===== src/rtl/alu_pkg.sv =====
// Shared ALU datapath definitions: default word width, word type and zero constant.
package alu_pkg;

    localparam int ALU_W = 8;

    typedef logic [ALU_W-1:0] alu_word_t;

    localparam alu_word_t ALU_ZERO = '0;

endpackage : alu_pkg


===== src/rtl/full_adder_1bit.sv =====
// Single-bit full adder; one stage of the subtractor's ripple-carry chain.
module full_adder_1bit (
    input  logic a,
    input  logic b,
    input  logic cin,
    output logic s,
    output logic cout
);

    assign s    = a ^ b ^ cin;
    assign cout = (a & b) | (a & cin) | (b & cin);

endmodule : full_adder_1bit


===== src/rtl/subtractor_8bit.sv =====
// Registered unsigned subtractor: result = reg1 - reg2 computed as reg1 + ~reg2 + 1
// on a ripple-carry chain, registered with the carry-out (1 = no borrow).
// Optional macro SUBTRACTOR_ABS_DIFF_EN: on borrow the registered result is the
// two's-complement negation of the raw difference, i.e. |reg1 - reg2|.
module subtractor_8bit
    import alu_pkg::*;
#(
    parameter int WIDTH = ALU_W
) (
    input  logic             clk,
    input  logic             rst_n,
    input  logic [WIDTH-1:0] reg1,
    input  logic [WIDTH-1:0] reg2,
    output logic [WIDTH-1:0] result,
    output logic             cout
);

    logic [WIDTH:0]   carry;
    logic [WIDTH-1:0] diff;
    logic [WIDTH-1:0] next_result;

    // Carry-in of the LSB is the "+1" of the two's-complement subtrahend.
    assign carry[0] = 1'b1;

    for (genvar i = 0; i < WIDTH; i++) begin : g_chain
        full_adder_1bit u_fa (
            .a    (reg1[i]),
            .b    (~reg2[i]),
            .cin  (carry[i]),
            .s    (diff[i]),
            .cout (carry[i+1])
        );
    end

    // Select the value to register: raw difference, or its magnitude on borrow.
    always_comb begin
        next_result = diff;
`ifdef SUBTRACTOR_ABS_DIFF_EN
        if (!carry[WIDTH]) begin
            next_result = ~diff + WIDTH'(1);
        end
`endif
    end

    // Output register; asynchronous active-low reset clears result and carry-out.
    always_ff @(posedge clk or negedge rst_n) begin
        if (!rst_n) begin
            result <= '0;
            cout   <= 1'b0;
        end else begin
            result <= next_result;
            cout   <= carry[WIDTH];
        end
    end

endmodule : subtractor_8bit


===== config.mk =====
export PLATFORM = sky130hd
export DESIGN_NAME = subtractor_8bit
export DESIGN_NICKNAME = d
export VERILOG_FILES = /design/src/rtl/alu_pkg.sv /design/src/rtl/full_adder_1bit.sv /design/src/rtl/subtractor_8bit.sv
export SDC_FILE = /design/constraint.sdc
export NUM_CORES = 1
export LEC_CHECK = 0
export ABC_AREA = 1
export CAP_MARGIN = 5
export CORE_MARGIN = 3
export CORE_UTILIZATION = 30
export DETAILED_ROUTE_END_ITERATION = 7
export MAX_ROUTING_LAYER = met4
export PLACE_DENSITY_LB_ADDON = 0.3
export SYNTH_ARGS = -nofsm -noshare
export SYNTH_HDL_FRONTEND = slang
export SYNTH_HIERARCHICAL = 1
export SYNTH_SLANG_ARGS = --single-unit

===== constraint.sdc =====
create_clock -name clk -period 0.8 [get_ports clk]
set_input_delay 0.16 -clock clk [delete_from_list [all_inputs] [get_ports clk]]
set_output_delay 0.16 -clock clk [all_outputs]
set_load 0.03 [all_outputs]

==> results of run 1 <==
==> path summary, 6_finish.rpt <==
kind,endpoint,cells after the start,startpoint,slack (ps)
worst min-delay path,result[6],2,rst_n,190
max in group asynchronous,result[0],2,rst_n,480
worst max-delay path,result[7],10,reg2[0],-2220
min in group clk,result[0],2,reg1[0],200
==> cells in the final DEF (no fill, tap or decap) <==
master                             n
sky130_fd_sc_hd__clkdlybuf4s50_1  13
sky130_fd_sc_hd__buf_6            11
sky130_fd_sc_hd__dfrtp_1           9
sky130_fd_sc_hd__inv_1             7
sky130_fd_sc_hd__fa_2              7
sky130_fd_sc_hd__clkbuf_4          3
sky130_fd_sc_hd__dlygate4sd2_1     2
sky130_fd_sc_hd__inv_4             1
sky130_fd_sc_hd__clkbuf_1          1
sky130_fd_sc_hd__conb_1            1
sky130_fd_sc_hd__fa_1              1
sky130_fd_sc_hd__buf_4             1
==> cell families (layout without fill, tap and decap cells) <==
| logic type | after synthesis | count (layout) | share of synthesized area [%] |
|---|---|---|---|
| buf+inv | 8 | 39 | 7.16 |
| fa+ha+maj | 8 | 8 | 38.2 |
| other cells | 1 | 1 | 0.895 |
| flops | 9 | 9 | 53.7 |
==> final cells by class <==
class	count	area (µm²)	share of cell area (%)
inverter	8	32.5	4.27
timing repair buffer	27	279	36.6
multi-input combinational	9	181	23.8
clock buffer	4	26.3	3.45
tap	14	17.5	2.30
sequential	9	225	29.6
==> registers in the layout, summed over array words and instances (netlist names) <==
name,cells
result,8
cout,1
==> critical path, stage by stage <==
cell and delay, ps:
sky130_fd_sc_hd__buf_6 70, sky130_fd_sc_hd__inv_4 30, sky130_fd_sc_hd__fa_2 360, sky130_fd_sc_hd__fa_2 370
sky130_fd_sc_hd__fa_2 340, sky130_fd_sc_hd__fa_2 350, sky130_fd_sc_hd__fa_2 340, sky130_fd_sc_hd__fa_2 350
sky130_fd_sc_hd__fa_2 350, sky130_fd_sc_hd__fa_1 420
==> metrics by stage <==
step	worst slack, ps	cell area [µm²]
2_1_floorplan	-2370	437
3_3_place_gp	-2890	699
3_5_place_dp	-2940	699
4_1_cts	-2400	759
5_1_grt	-2300	762
6_report	-2220	762
==> timing repair <==
action,4_1_cts,5_1_grt
buffers inserted,0,0
pin swaps,8,8
gates resized for setup,22,1
hold buffers,0,0
setup endpoints to repair,18,17
==> routing by layer <==
metal	routed length [µm]	track usage, %
met1	234	11.2
met3	60	4.15
met5	0	-
met4	0	9.04
met2	465	18.0
==> where the power goes <==
part	internal, µW	switching (µW)	total [µW]
Clock	192	148	340
Sequential	538	36.9	575
Combinational	277	279	556
==> qor.log, run 1 <==
qor: detailed_routing.vias 275
qor: die.die-height 43.4 µm
qor: detailed_routing.route.antenna.remaining_nets 0
qor: job.maxCapViolations 0
qor: detailed_routing.finalWirelength 760 µm
qor: timing.final_period_minus_worst_setup_slack 3020 ps
qor: timing.final_max_slew_viol_count 0
qor: finish.synthToLayoutAreaGrowth 81.8%
qor: clocking.cts_max_path_buffers 2
qor: detailed_routing.detail_route.first_pass.iterations 1
qor: setup_path.worst_setup_path_start_kind input port
qor: timing.final.hold.worst_slack 189 ps
qor: die.horizontal_extent_of_the_die 43.4 µm
qor: global_route.grt_antenna_before_repair 0
qor: power_and_ir_drop.design_power_total 1470 µW
qor: logic_synthesis.cell_accounting_for_the_most_synthesized_area sky130_fd_sc_hd__dfrtp_1
qor: placement.post-dp-hpwl 669 µm
qor: detailed_routing.vias_per_cell 3.87
qor: logic_synthesis.netlist_area 419 µm²
qor: setup_path.critPathKind input port to flip-flop
qor: power_and_ir_drop.irDropWorstVdd 0.826 mV
qor: global_route.largest_net_degree_at_the_start_of_global_routing 10
qor: logic_synthesis.number_of_flip_flops_and_latches_in_the_synthesized_netlist 9
qor: detailed_routing.detailedRoute.firstIterationViolations 0
qor: finish.nFillCells 96
qor: timing.fmaxAchievable 0.331 GHz
qor: finish.antenna-diode-count 0
qor: logic_synthesis.ys_warn_count 6
qor: die.fp-row-count 12
qor: logic_synthesis.synth_flop_type sky130_fd_sc_hd__dfrtp_1
qor: finish.instances_no_fill 71
qor: timing.number_of_setup_violations_in_the_final_report 17
qor: logic_synthesis.async_flop_share 100%
qor: logic_synthesis.synth-edff-count 0
qor: placement.place.detailed.instances 67
qor: detailed_routing.post-route-drc-count 0
qor: logic_synthesis.synth.lib_cells_used.distinct 4
qor: die.num_io_pins 27
qor: die.design.core.area 0.00120 mm²
qor: logic_synthesis.syn_nets 52
qor: clocking.cts_tree built
qor: finish.share_of_the_core_filled_with_cells_in_the_final_layout 63.4%
qor: finish.post_route_cells_drive_above_1_share 40.4%
qor: timing.finalSetupTns -11660 ps
qor: placement.routability_cong 0.669
qor: logic_synthesis.post_synth_inst_count 26
qor: timing.hold_viol 0
qor: die.die-area 0.00188 mm²
qor: placement.buffer_ports.inserted 26
qor: timing.grt_setup_unrepaired yes
qor: logic_synthesis.synth_largest_type_area_fraction 53.7%
qor: setup_path.crit_required 930 ps
qor: clocking.ctsHtreeMaxLevel 1
qor: timing.post-route-period-util 377%
qor: detailed_routing.drt-wirelength-per-cell 10.7 µm
qor: timing.worst_slack -2220 ps
qor: setup_path.critical_path_peak_fanout 1
qor: logic_synthesis.post_synth_main_area_contributors sky130_fd_sc_hd__dfrtp_1 (54%), sky130_fd_sc_hd__fa_1 (38%), sky130_fd_sc_hd__inv_1 (7.2%)
qor: clocking.clock_pin_slew_on_the_worst_setup_and_hold_paths 60 ps
qor: global_route.grt_overflow_total 0
qor: run_status.violations negative setup slack
qor: global_route.grt_pass1_vias 332
qor: logic_synthesis.postSynthAreaPerCell 16.1 µm²
qor: hold_path.min_path_type input port to asynchronous set/reset pin
qor: clocking.cts_inserted_buffers 3
qor: finish.nNetsFinal 84
qor: logic_synthesis.synth.top_cells.by_count sky130_fd_sc_hd__dfrtp_1 (9), sky130_fd_sc_hd__fa_1 (8), sky130_fd_sc_hd__inv_1 (8), sky130_fd_sc_hd__conb_1 (1)
qor: clocking.tritoncts_num_sinks 9
qor: clocking.cts_root_buffer sky130_fd_sc_hd__clkbuf_4
qor: logic_synthesis.yosysMostFrequentCell sky130_fd_sc_hd__dfrtp_1
qor: die.start_util 34.9%
qor: run_status.outcome finished, violations left
qor: global_route.gr_util_all_layers 11.4%
qor: power_and_ir_drop.power.static_leakage 0.000350 µW
qor: setup_path.worst-endpoint-arrival 3150 ps
qor: setup_path.timing.critical_path.to_type flip-flop
qor: global_route.grt_pass1_wl 1.43 mm
qor: logic_synthesis.synth_sequential_area_ratio 53.7%
qor: power_and_ir_drop.p_per_area 1930 mW/mm²
Note: power is estimated with default switching activity, not from simulation.
==> inputs of run 2 (changes only) <==
==> constraint.sdc (replaced) <==
create_clock -name clk -period 0.8 [get_ports clk]
set_input_delay 0.16 -clock clk [delete_from_list [all_inputs] [get_ports clk]]
set_output_delay 0.16 -clock clk [all_outputs]
set_load 0.1 [all_outputs]
==> qor.log, run 2 (synthesis gave the netlist of run 1 again) <==
qor: finish.final-seq-area 259 µm² [was 225 µm²]
qor: setup_path.cell_by_cell_listing_of_the_critical_path buf_6 -> inv_4 -> fa_2 -> fa_2 -> fa_2 -> fa_2 -> fa_2 -> fa_2 -> fa_2 -> fa_1 [unchanged]
qor: setup_path.timing.critical_path.to_type flip-flop [unchanged]
qor: placement.buffer_ports.inserted 26 [unchanged]
qor: setup_path.critical_path.slowest_cell sky130_fd_sc_hd__fa_1 [unchanged]
qor: timing.grt_setup_unrepaired yes [unchanged]
qor: global_route.gr_util_all_layers 12.8% [was 11.4%]
qor: timing.number_of_setup_violations_in_the_final_report 17 [unchanged]
qor: timing.final.hold.worst_slack 193 ps [was 189 ps]
qor: clocking.cts_hold_buffers 0 [unchanged]
qor: global_route.largest_net_degree_at_the_start_of_global_routing 6 [was 10]
qor: placement.dpl_worst_slack -2940 ps [about the same]
qor: clocking.cts_tree built [unchanged]
qor: power_and_ir_drop.irDropWorstVdd 1.14 mV [was 0.826 mV]
qor: setup_path.crit_path_frequent_cell sky130_fd_sc_hd__fa_2 [unchanged]
qor: die.horizontal_extent_of_the_die 43.4 µm [unchanged]
qor: die.die-area 0.00188 mm² [unchanged]
qor: finish.reg_top3 result (8), cout (1) [unchanged]
qor: die.design.core.area 0.00120 mm² [unchanged]
qor: clocking.clock_pin_slew_on_the_worst_setup_and_hold_paths 60 ps [about the same]
qor: finish.largest_register_ff_count 8 [unchanged]
qor: detailed_routing.post-route-drc-count 0 [unchanged]
qor: clocking.postCtsSetupRepairBufs 0 [unchanged]
qor: finish.layout_commonest_cell sky130_fd_sc_hd__clkdlybuf4s50_1 [unchanged]
qor: setup_path.critPathKind input port to flip-flop [unchanged]
qor: detailed_routing.route.antenna.remaining_nets 0 [unchanged]
qor: timing.final_max_slew_viol_count 0 [unchanged]
qor: clocking.cts_max_path_buffers 2 [unchanged]
qor: detailed_routing.drt-wirelength-per-cell 12.2 µm [was 10.7 µm]
qor: hold_path.min_path_type input port to flip-flop [was input port to asynchronous set/reset pin]
qor: detailed_routing.detailedRoute.firstIterationViolations 5 [was 0]
qor: setup_path.critical_path_peak_fanout 1 [unchanged]
qor: detailed_routing.vias 299 [was 275]
qor: die.fp-row-count 12 [unchanged]
qor: power_and_ir_drop.power.static_leakage 0.000376 µW [was 0.000350 µW]
qor: run_status.outcome finished, violations left [unchanged]
qor: finish.nNetsFinal 85 [was 84]
qor: die.die-height 43.4 µm [unchanged]
qor: finish.multiInputGateArea 181 µm² [unchanged]
qor: finish.antenna-diode-count 0 [unchanged]
qor: clocking.cts_inserted_buffers 3 [unchanged]
qor: hold_path.holdPathStages 2
qor: clocking.ctsHtreeMaxLevel 1 [unchanged]
qor: job.maxCapViolations 0 [unchanged]
qor: setup_path.worst_path_largest_cell_delay 420 ps [about the same]
qor: placement.routability_cong 0.658 [was 0.669]
qor: setup_path.worst-endpoint-arrival 3140 ps [was 3150 ps]
qor: setup_path.worst_setup_path_start_kind input port [unchanged]
qor: clocking.cts_root_buffer sky130_fd_sc_hd__clkbuf_4 [unchanged]
qor: placement.post-dp-hpwl 862 µm [was 669 µm]
qor: finish.regMostFlops result [unchanged]
qor: finish.nFillCells 76 [was 96]
qor: global_route.grt_pass1_wl 1.57 mm [was 1.43 mm]
qor: finish.final_cell_mix sky130_fd_sc_hd__clkdlybuf4s50_1 (13), sky130_fd_sc_hd__dfrtp_4 (9), sky130_fd_sc_hd__buf_12 (9), sky130_fd_sc_hd__fa_2 (7), sky130_fd_sc_hd__inv_1 (6) [was sky130_fd_sc_hd__clkdlybuf4s50_1 (13), sky130_fd_sc_hd__buf_6 (11), sky130_fd_sc_hd__dfrtp_1 (9), sky130_fd_sc_hd__inv_1 (7), sky130_fd_sc_hd__fa_2 (7)]
qor: timing.hold_viol 0 [unchanged]
qor: run_status.violations negative setup slack [unchanged]
qor: global_route.grt_overflow_total 0 [unchanged]
qor: setup_path.crit_required 930 ps [about the same]
qor: die.num_io_pins 27 [unchanged]
qor: timing.final_period_minus_worst_setup_slack 3020 ps [about the same]
qor: detailed_routing.detail_route.first_pass.iterations 5 [was 1]
qor: finish.post_route_cells_drive_above_1_share 58.6% [was 40.4%]
qor: detailed_routing.vias_per_cell 4.15 [was 3.87]
qor: timing.worst_slack -2220 ps [about the same]
qor: die.start_util 34.9% [unchanged]
qor: power_and_ir_drop.p_per_area 2480 mW/mm² [was 1930 mW/mm²]
qor: detailed_routing.finalWirelength 876 µm [was 760 µm]
qor: clocking.tritoncts_num_sinks 9 [unchanged]
qor: global_route.grt_antenna_before_repair 0 [unchanged]
qor: finish.synthToLayoutAreaGrowth 110% [was 81.8%]
qor: timing.post-route-period-util 377% [about the same]
qor: timing.fmaxAchievable 0.331 GHz [about the same]
qor: global_route.grt_pass1_vias 364 [was 332]
run 2: critical path: cells and delay by family:
| kind | cells | cell delay (ps) |
|---|---|---|
| adders and majority gates | 8 | 2870 |
| buffers and inverters | 2 | 100 |
run 2: per-layer routing:
layer | track usage (%) | wire, µm | vias up
li1 | - | - | 134
met1 | 11.2 | 254 | 148
met2 | 22.7 | 555 | 17
met3 | 2.90 | 66 | 0
met4 | 10.8 | 0 | 0
met5 | - | 0 | -
run 2: area by class of cell:
cell class,count,area share (%)
clock buffer,4,2.98
sequential,9,29.4
tap,14,1.99
inverter,8,3.69
multi-input combinational,9,20.6
timing repair buffer,28,41.4
run 2: what timing repair did:
item | CTS | global route
pin swaps | 8 | 8
resized for setup | 14 | 1
endpoints found under the hold margin | 0 | 0
setup endpoints to repair | 18 | 17
run 2: through the flow:
step | total power, µW | setup TNS, ps | utilization, % | area, µm² | instances
3_3_place_gp | 1850 | -16300 | 71.0 | 853 | 68
6_report | 2190 | -12950 | 73.4 | 882 | 72
3_5_place_dp | 1880 | -16830 | 71.0 | 853 | 68
4_1_cts | 2230 | -13800 | 73.2 | 880 | 72
2_1_floorplan | 1330 | -11980 | - | 470 | 26
5_1_grt | 2290 | -13430 | 73.4 | 882 | 72
run 2: worst paths after layout:
kind / startpoint / to / slack [ps]
worst max-delay path: reg2[0] / result[7] / -2220
worst min-delay path: reg1[0] / result[0] / 190
max in group asynchronous: rst_n / result[5] / 470
min in group asynchronous: rst_n / result[1] / 210
run 2: power breakdown:
group          switching (µW)  leakage, µW  internal (µW)
logic                     742     0.000264            450
clock network             144    0.0000150            191
registers                69.8    0.0000968            592
==> inputs of run 3 (changes only) <==
--- a/config.mk
+++ b/config.mk
@@ -8,7 +8,8 @@
 export ABC_AREA = 1
 export CAP_MARGIN = 5
 export CORE_MARGIN = 3
-export CORE_UTILIZATION = 30
+export CORE_UTILIZATION = 32
+export CTS_BUF_LIST = sky130_fd_sc_hd__clkbuf_2 sky130_fd_sc_hd__clkbuf_4 sky130_fd_sc_hd__clkbuf_8
 export DETAILED_ROUTE_END_ITERATION = 7
 export MAX_ROUTING_LAYER = met4
 export PLACE_DENSITY_LB_ADDON = 0.3
==> qor.log, run 3 (synthesis gave the netlist of run 1 again) <==
qor: finish.post_route_cells_drive_above_1_share 60.3% [was 58.6%]
qor: die.start_util 35.8% [was 34.9%]
qor: timing.final_period_minus_worst_setup_slack 3030 ps [was 3020 ps]
qor: finish.reg_top3 result (8), cout (1) [unchanged]
qor: finish.nFillCells 76 [unchanged]
qor: clocking.cts_tree built [unchanged]
qor: job.maxCapViolations 0 [unchanged]
qor: setup_path.cell_by_cell_listing_of_the_critical_path buf_8 -> inv_4 -> fa_2 -> fa_2 -> fa_2 -> fa_2 -> fa_2 -> fa_2 -> fa_2 -> fa_1 [was buf_6 -> inv_4 -> fa_2 -> fa_2 -> fa_2 -> fa_2 -> fa_2 -> fa_2 -> fa_2 -> fa_1]
qor: finish.layout_commonest_cell sky130_fd_sc_hd__clkdlybuf4s50_1 [unchanged]
qor: detailed_routing.drt-wirelength-per-cell 11.9 µm [was 12.2 µm]
qor: die.horizontal_extent_of_the_die 42.2 µm [was 43.4 µm]
qor: run_status.violations negative setup slack [unchanged]
qor: run_status.outcome finished, violations left [unchanged]
qor: clocking.cts_inserted_buffers 3 [unchanged]
qor: hold_path.min_path_type input port to asynchronous set/reset pin [was input port to flip-flop]
qor: detailed_routing.post-route-drc-count 0 [unchanged]
qor: setup_path.critical_path_peak_fanout 1 [unchanged]
qor: timing.grt_setup_unrepaired yes [unchanged]
qor: power_and_ir_drop.design_power_total 2220 µW [was 2190 µW]
qor: detailed_routing.route.antenna.remaining_nets 0 [unchanged]
qor: timing.post-route-period-util 379% [was 377%]
qor: global_route.grt_antenna_before_repair 0 [unchanged]
qor: clocking.ctsHtreeMaxLevel 1 [unchanged]
qor: global_route.gr_util_all_layers 11.0% [was 12.8%]
qor: timing.hold_viol 0 [unchanged]
qor: setup_path.critPathKind input port to flip-flop [unchanged]
qor: power_and_ir_drop.power.static_leakage 0.000381 µW [was 0.000376 µW]
qor: placement.routability_cong 0.635 [was 0.658]
qor: placement.buffer_ports.inserted 26 [unchanged]
qor: finish.share_of_the_core_filled_with_cells_in_the_final_layout 76.0% [was 73.4%]
qor: detailed_routing.vias_per_cell 4.00 [was 4.15]
qor: timing.fmaxAchievable 0.330 GHz [was 0.331 GHz]
qor: detailed_routing.vias 288 [was 299]
qor: clocking.clock_pin_slew_on_the_worst_setup_and_hold_paths 60 ps [about the same]
qor: setup_path.worst-endpoint-arrival 3160 ps [was 3140 ps]
qor: finish.final_cell_mix sky130_fd_sc_hd__clkdlybuf4s50_1 (13), sky130_fd_sc_hd__dfrtp_4 (9), sky130_fd_sc_hd__buf_12 (9), sky130_fd_sc_hd__fa_2 (7), sky130_fd_sc_hd__inv_1 (6) [unchanged]
qor: placement.post-dp-hpwl 716 µm [was 862 µm]
qor: finish.synthToLayoutAreaGrowth 112% [was 110%]
qor: finish.regMostFlops result [unchanged]
qor: detailed_routing.finalWirelength 855 µm [was 876 µm]
qor: global_route.grt_pass1_vias 339 [was 364]
qor: power_and_ir_drop.p_per_area 2490 mW/mm² [was 2480 mW/mm²]
qor: setup_path.crit_required 920 ps [was 930 ps]
qor: setup_path.critical_path.slowest_cell sky130_fd_sc_hd__fa_1 [unchanged]
qor: die.die-area 0.00178 mm² [was 0.00188 mm²]
qor: die.die-height 42.2 µm [was 43.4 µm]
qor: setup_path.timing.critical_path.to_type flip-flop [unchanged]
qor: die.fp-row-count 12 [unchanged]
qor: setup_path.worst_setup_path_start_kind input port [unchanged]
qor: timing.worst_slack -2230 ps [was -2220 ps]
qor: timing.final_max_slew_viol_count 0 [unchanged]
qor: detailed_routing.detail_route.first_pass.iterations 3 [was 5]
qor: finish.largest_register_ff_count 8 [unchanged]
qor: timing.number_of_setup_violations_in_the_final_report 17 [unchanged]
qor: power_and_ir_drop.irDropWorstVdd 1.08 mV [was 1.14 mV]
qor: detailed_routing.detailedRoute.firstIterationViolations 3 [was 5]
qor: finish.nNetsFinal 85 [unchanged]
qor: global_route.grt_overflow_total 0 [unchanged]
qor: global_route.largest_net_degree_at_the_start_of_global_routing 6 [unchanged]
qor: clocking.tritoncts_num_sinks 9 [unchanged]
qor: clocking.cts_root_buffer sky130_fd_sc_hd__clkbuf_4 [unchanged]
qor: clocking.cts_max_path_buffers 2 [unchanged]
qor: global_route.grt_pass1_wl 1.31 mm [was 1.57 mm]
qor: setup_path.crit_path_frequent_cell sky130_fd_sc_hd__fa_2 [unchanged]
qor: setup_path.worst_path_largest_cell_delay 430 ps [was 420 ps]
qor: die.num_io_pins 27 [unchanged]
qor: finish.antenna-diode-count 0 [unchanged]
qor: die.design.core.area 0.00117 mm² [was 0.00120 mm²]
[run 3: routing by layer]
metal  GRT usage, %  share of wire (%)
met1           8.56                 34
met3           2.58                5.8
met4           14.3                3.2
met2           17.9                 56
met5              -                  0
[run 3: cell type report]
cell class                      instances  area (µm²)  area share [%]
Tap cell                               14        17.5            1.97
Sequential cell                         9         259            29.1
Timing Repair Buffer                   28         369            41.5
Inverter                                8        32.5            3.66
Multi-Input combinational cell          9         181            20.4
Clock buffer                            4        30.0            3.38
[run 3: worst max-delay path by stage]
stage	slack, ps	start	end
floorplan	-2370	reg1[0]	result[7]
global placement	-2880	reg1[0]	result[7]
detailed placement	-2940	reg2[0]	result[7]
CTS	-2400	reg1[0]	result[7]
global route	-2290	reg2[0]	result[7]
finish	-2230	reg2[0]	result[7]
[run 3: repair_timing]
item | in CTS | in global routing
buffers inserted | 0 | 0
pin swaps | 8 | 8
hold buffers | 0 | 0
gates resized for setup | 14 | 2
endpoints found under the setup margin | 18 | 17
[run 3: critical path: cells and delay by family]
family | cells | cell delay, ps
adder cells (fa/ha/maj) | 8 | 2900
buffers and inverters | 2 | 100
[run 3: through the flow]
stage	cell area [µm²]	hold slack, ps	std cells	TNS (ps)	setup WS (ps)
floorplan	470	-136	26	-11980	-2370
global placement	853	458	68	-16280	-2880
detailed placement	853	463	68	-16640	-2940
CTS	883	187	72	-13720	-2400
global route	890	197	72	-13470	-2290
finish	890	199	72	-13000	-2230
[run 3: power by group]
part | switching (µW) | leakage, µW | internal (µW)
Sequential | 69.2 | 0.0000968 | 592
Combinational | 741 | 0.000266 | 450
Clock | 139 | 0.0000184 | 225
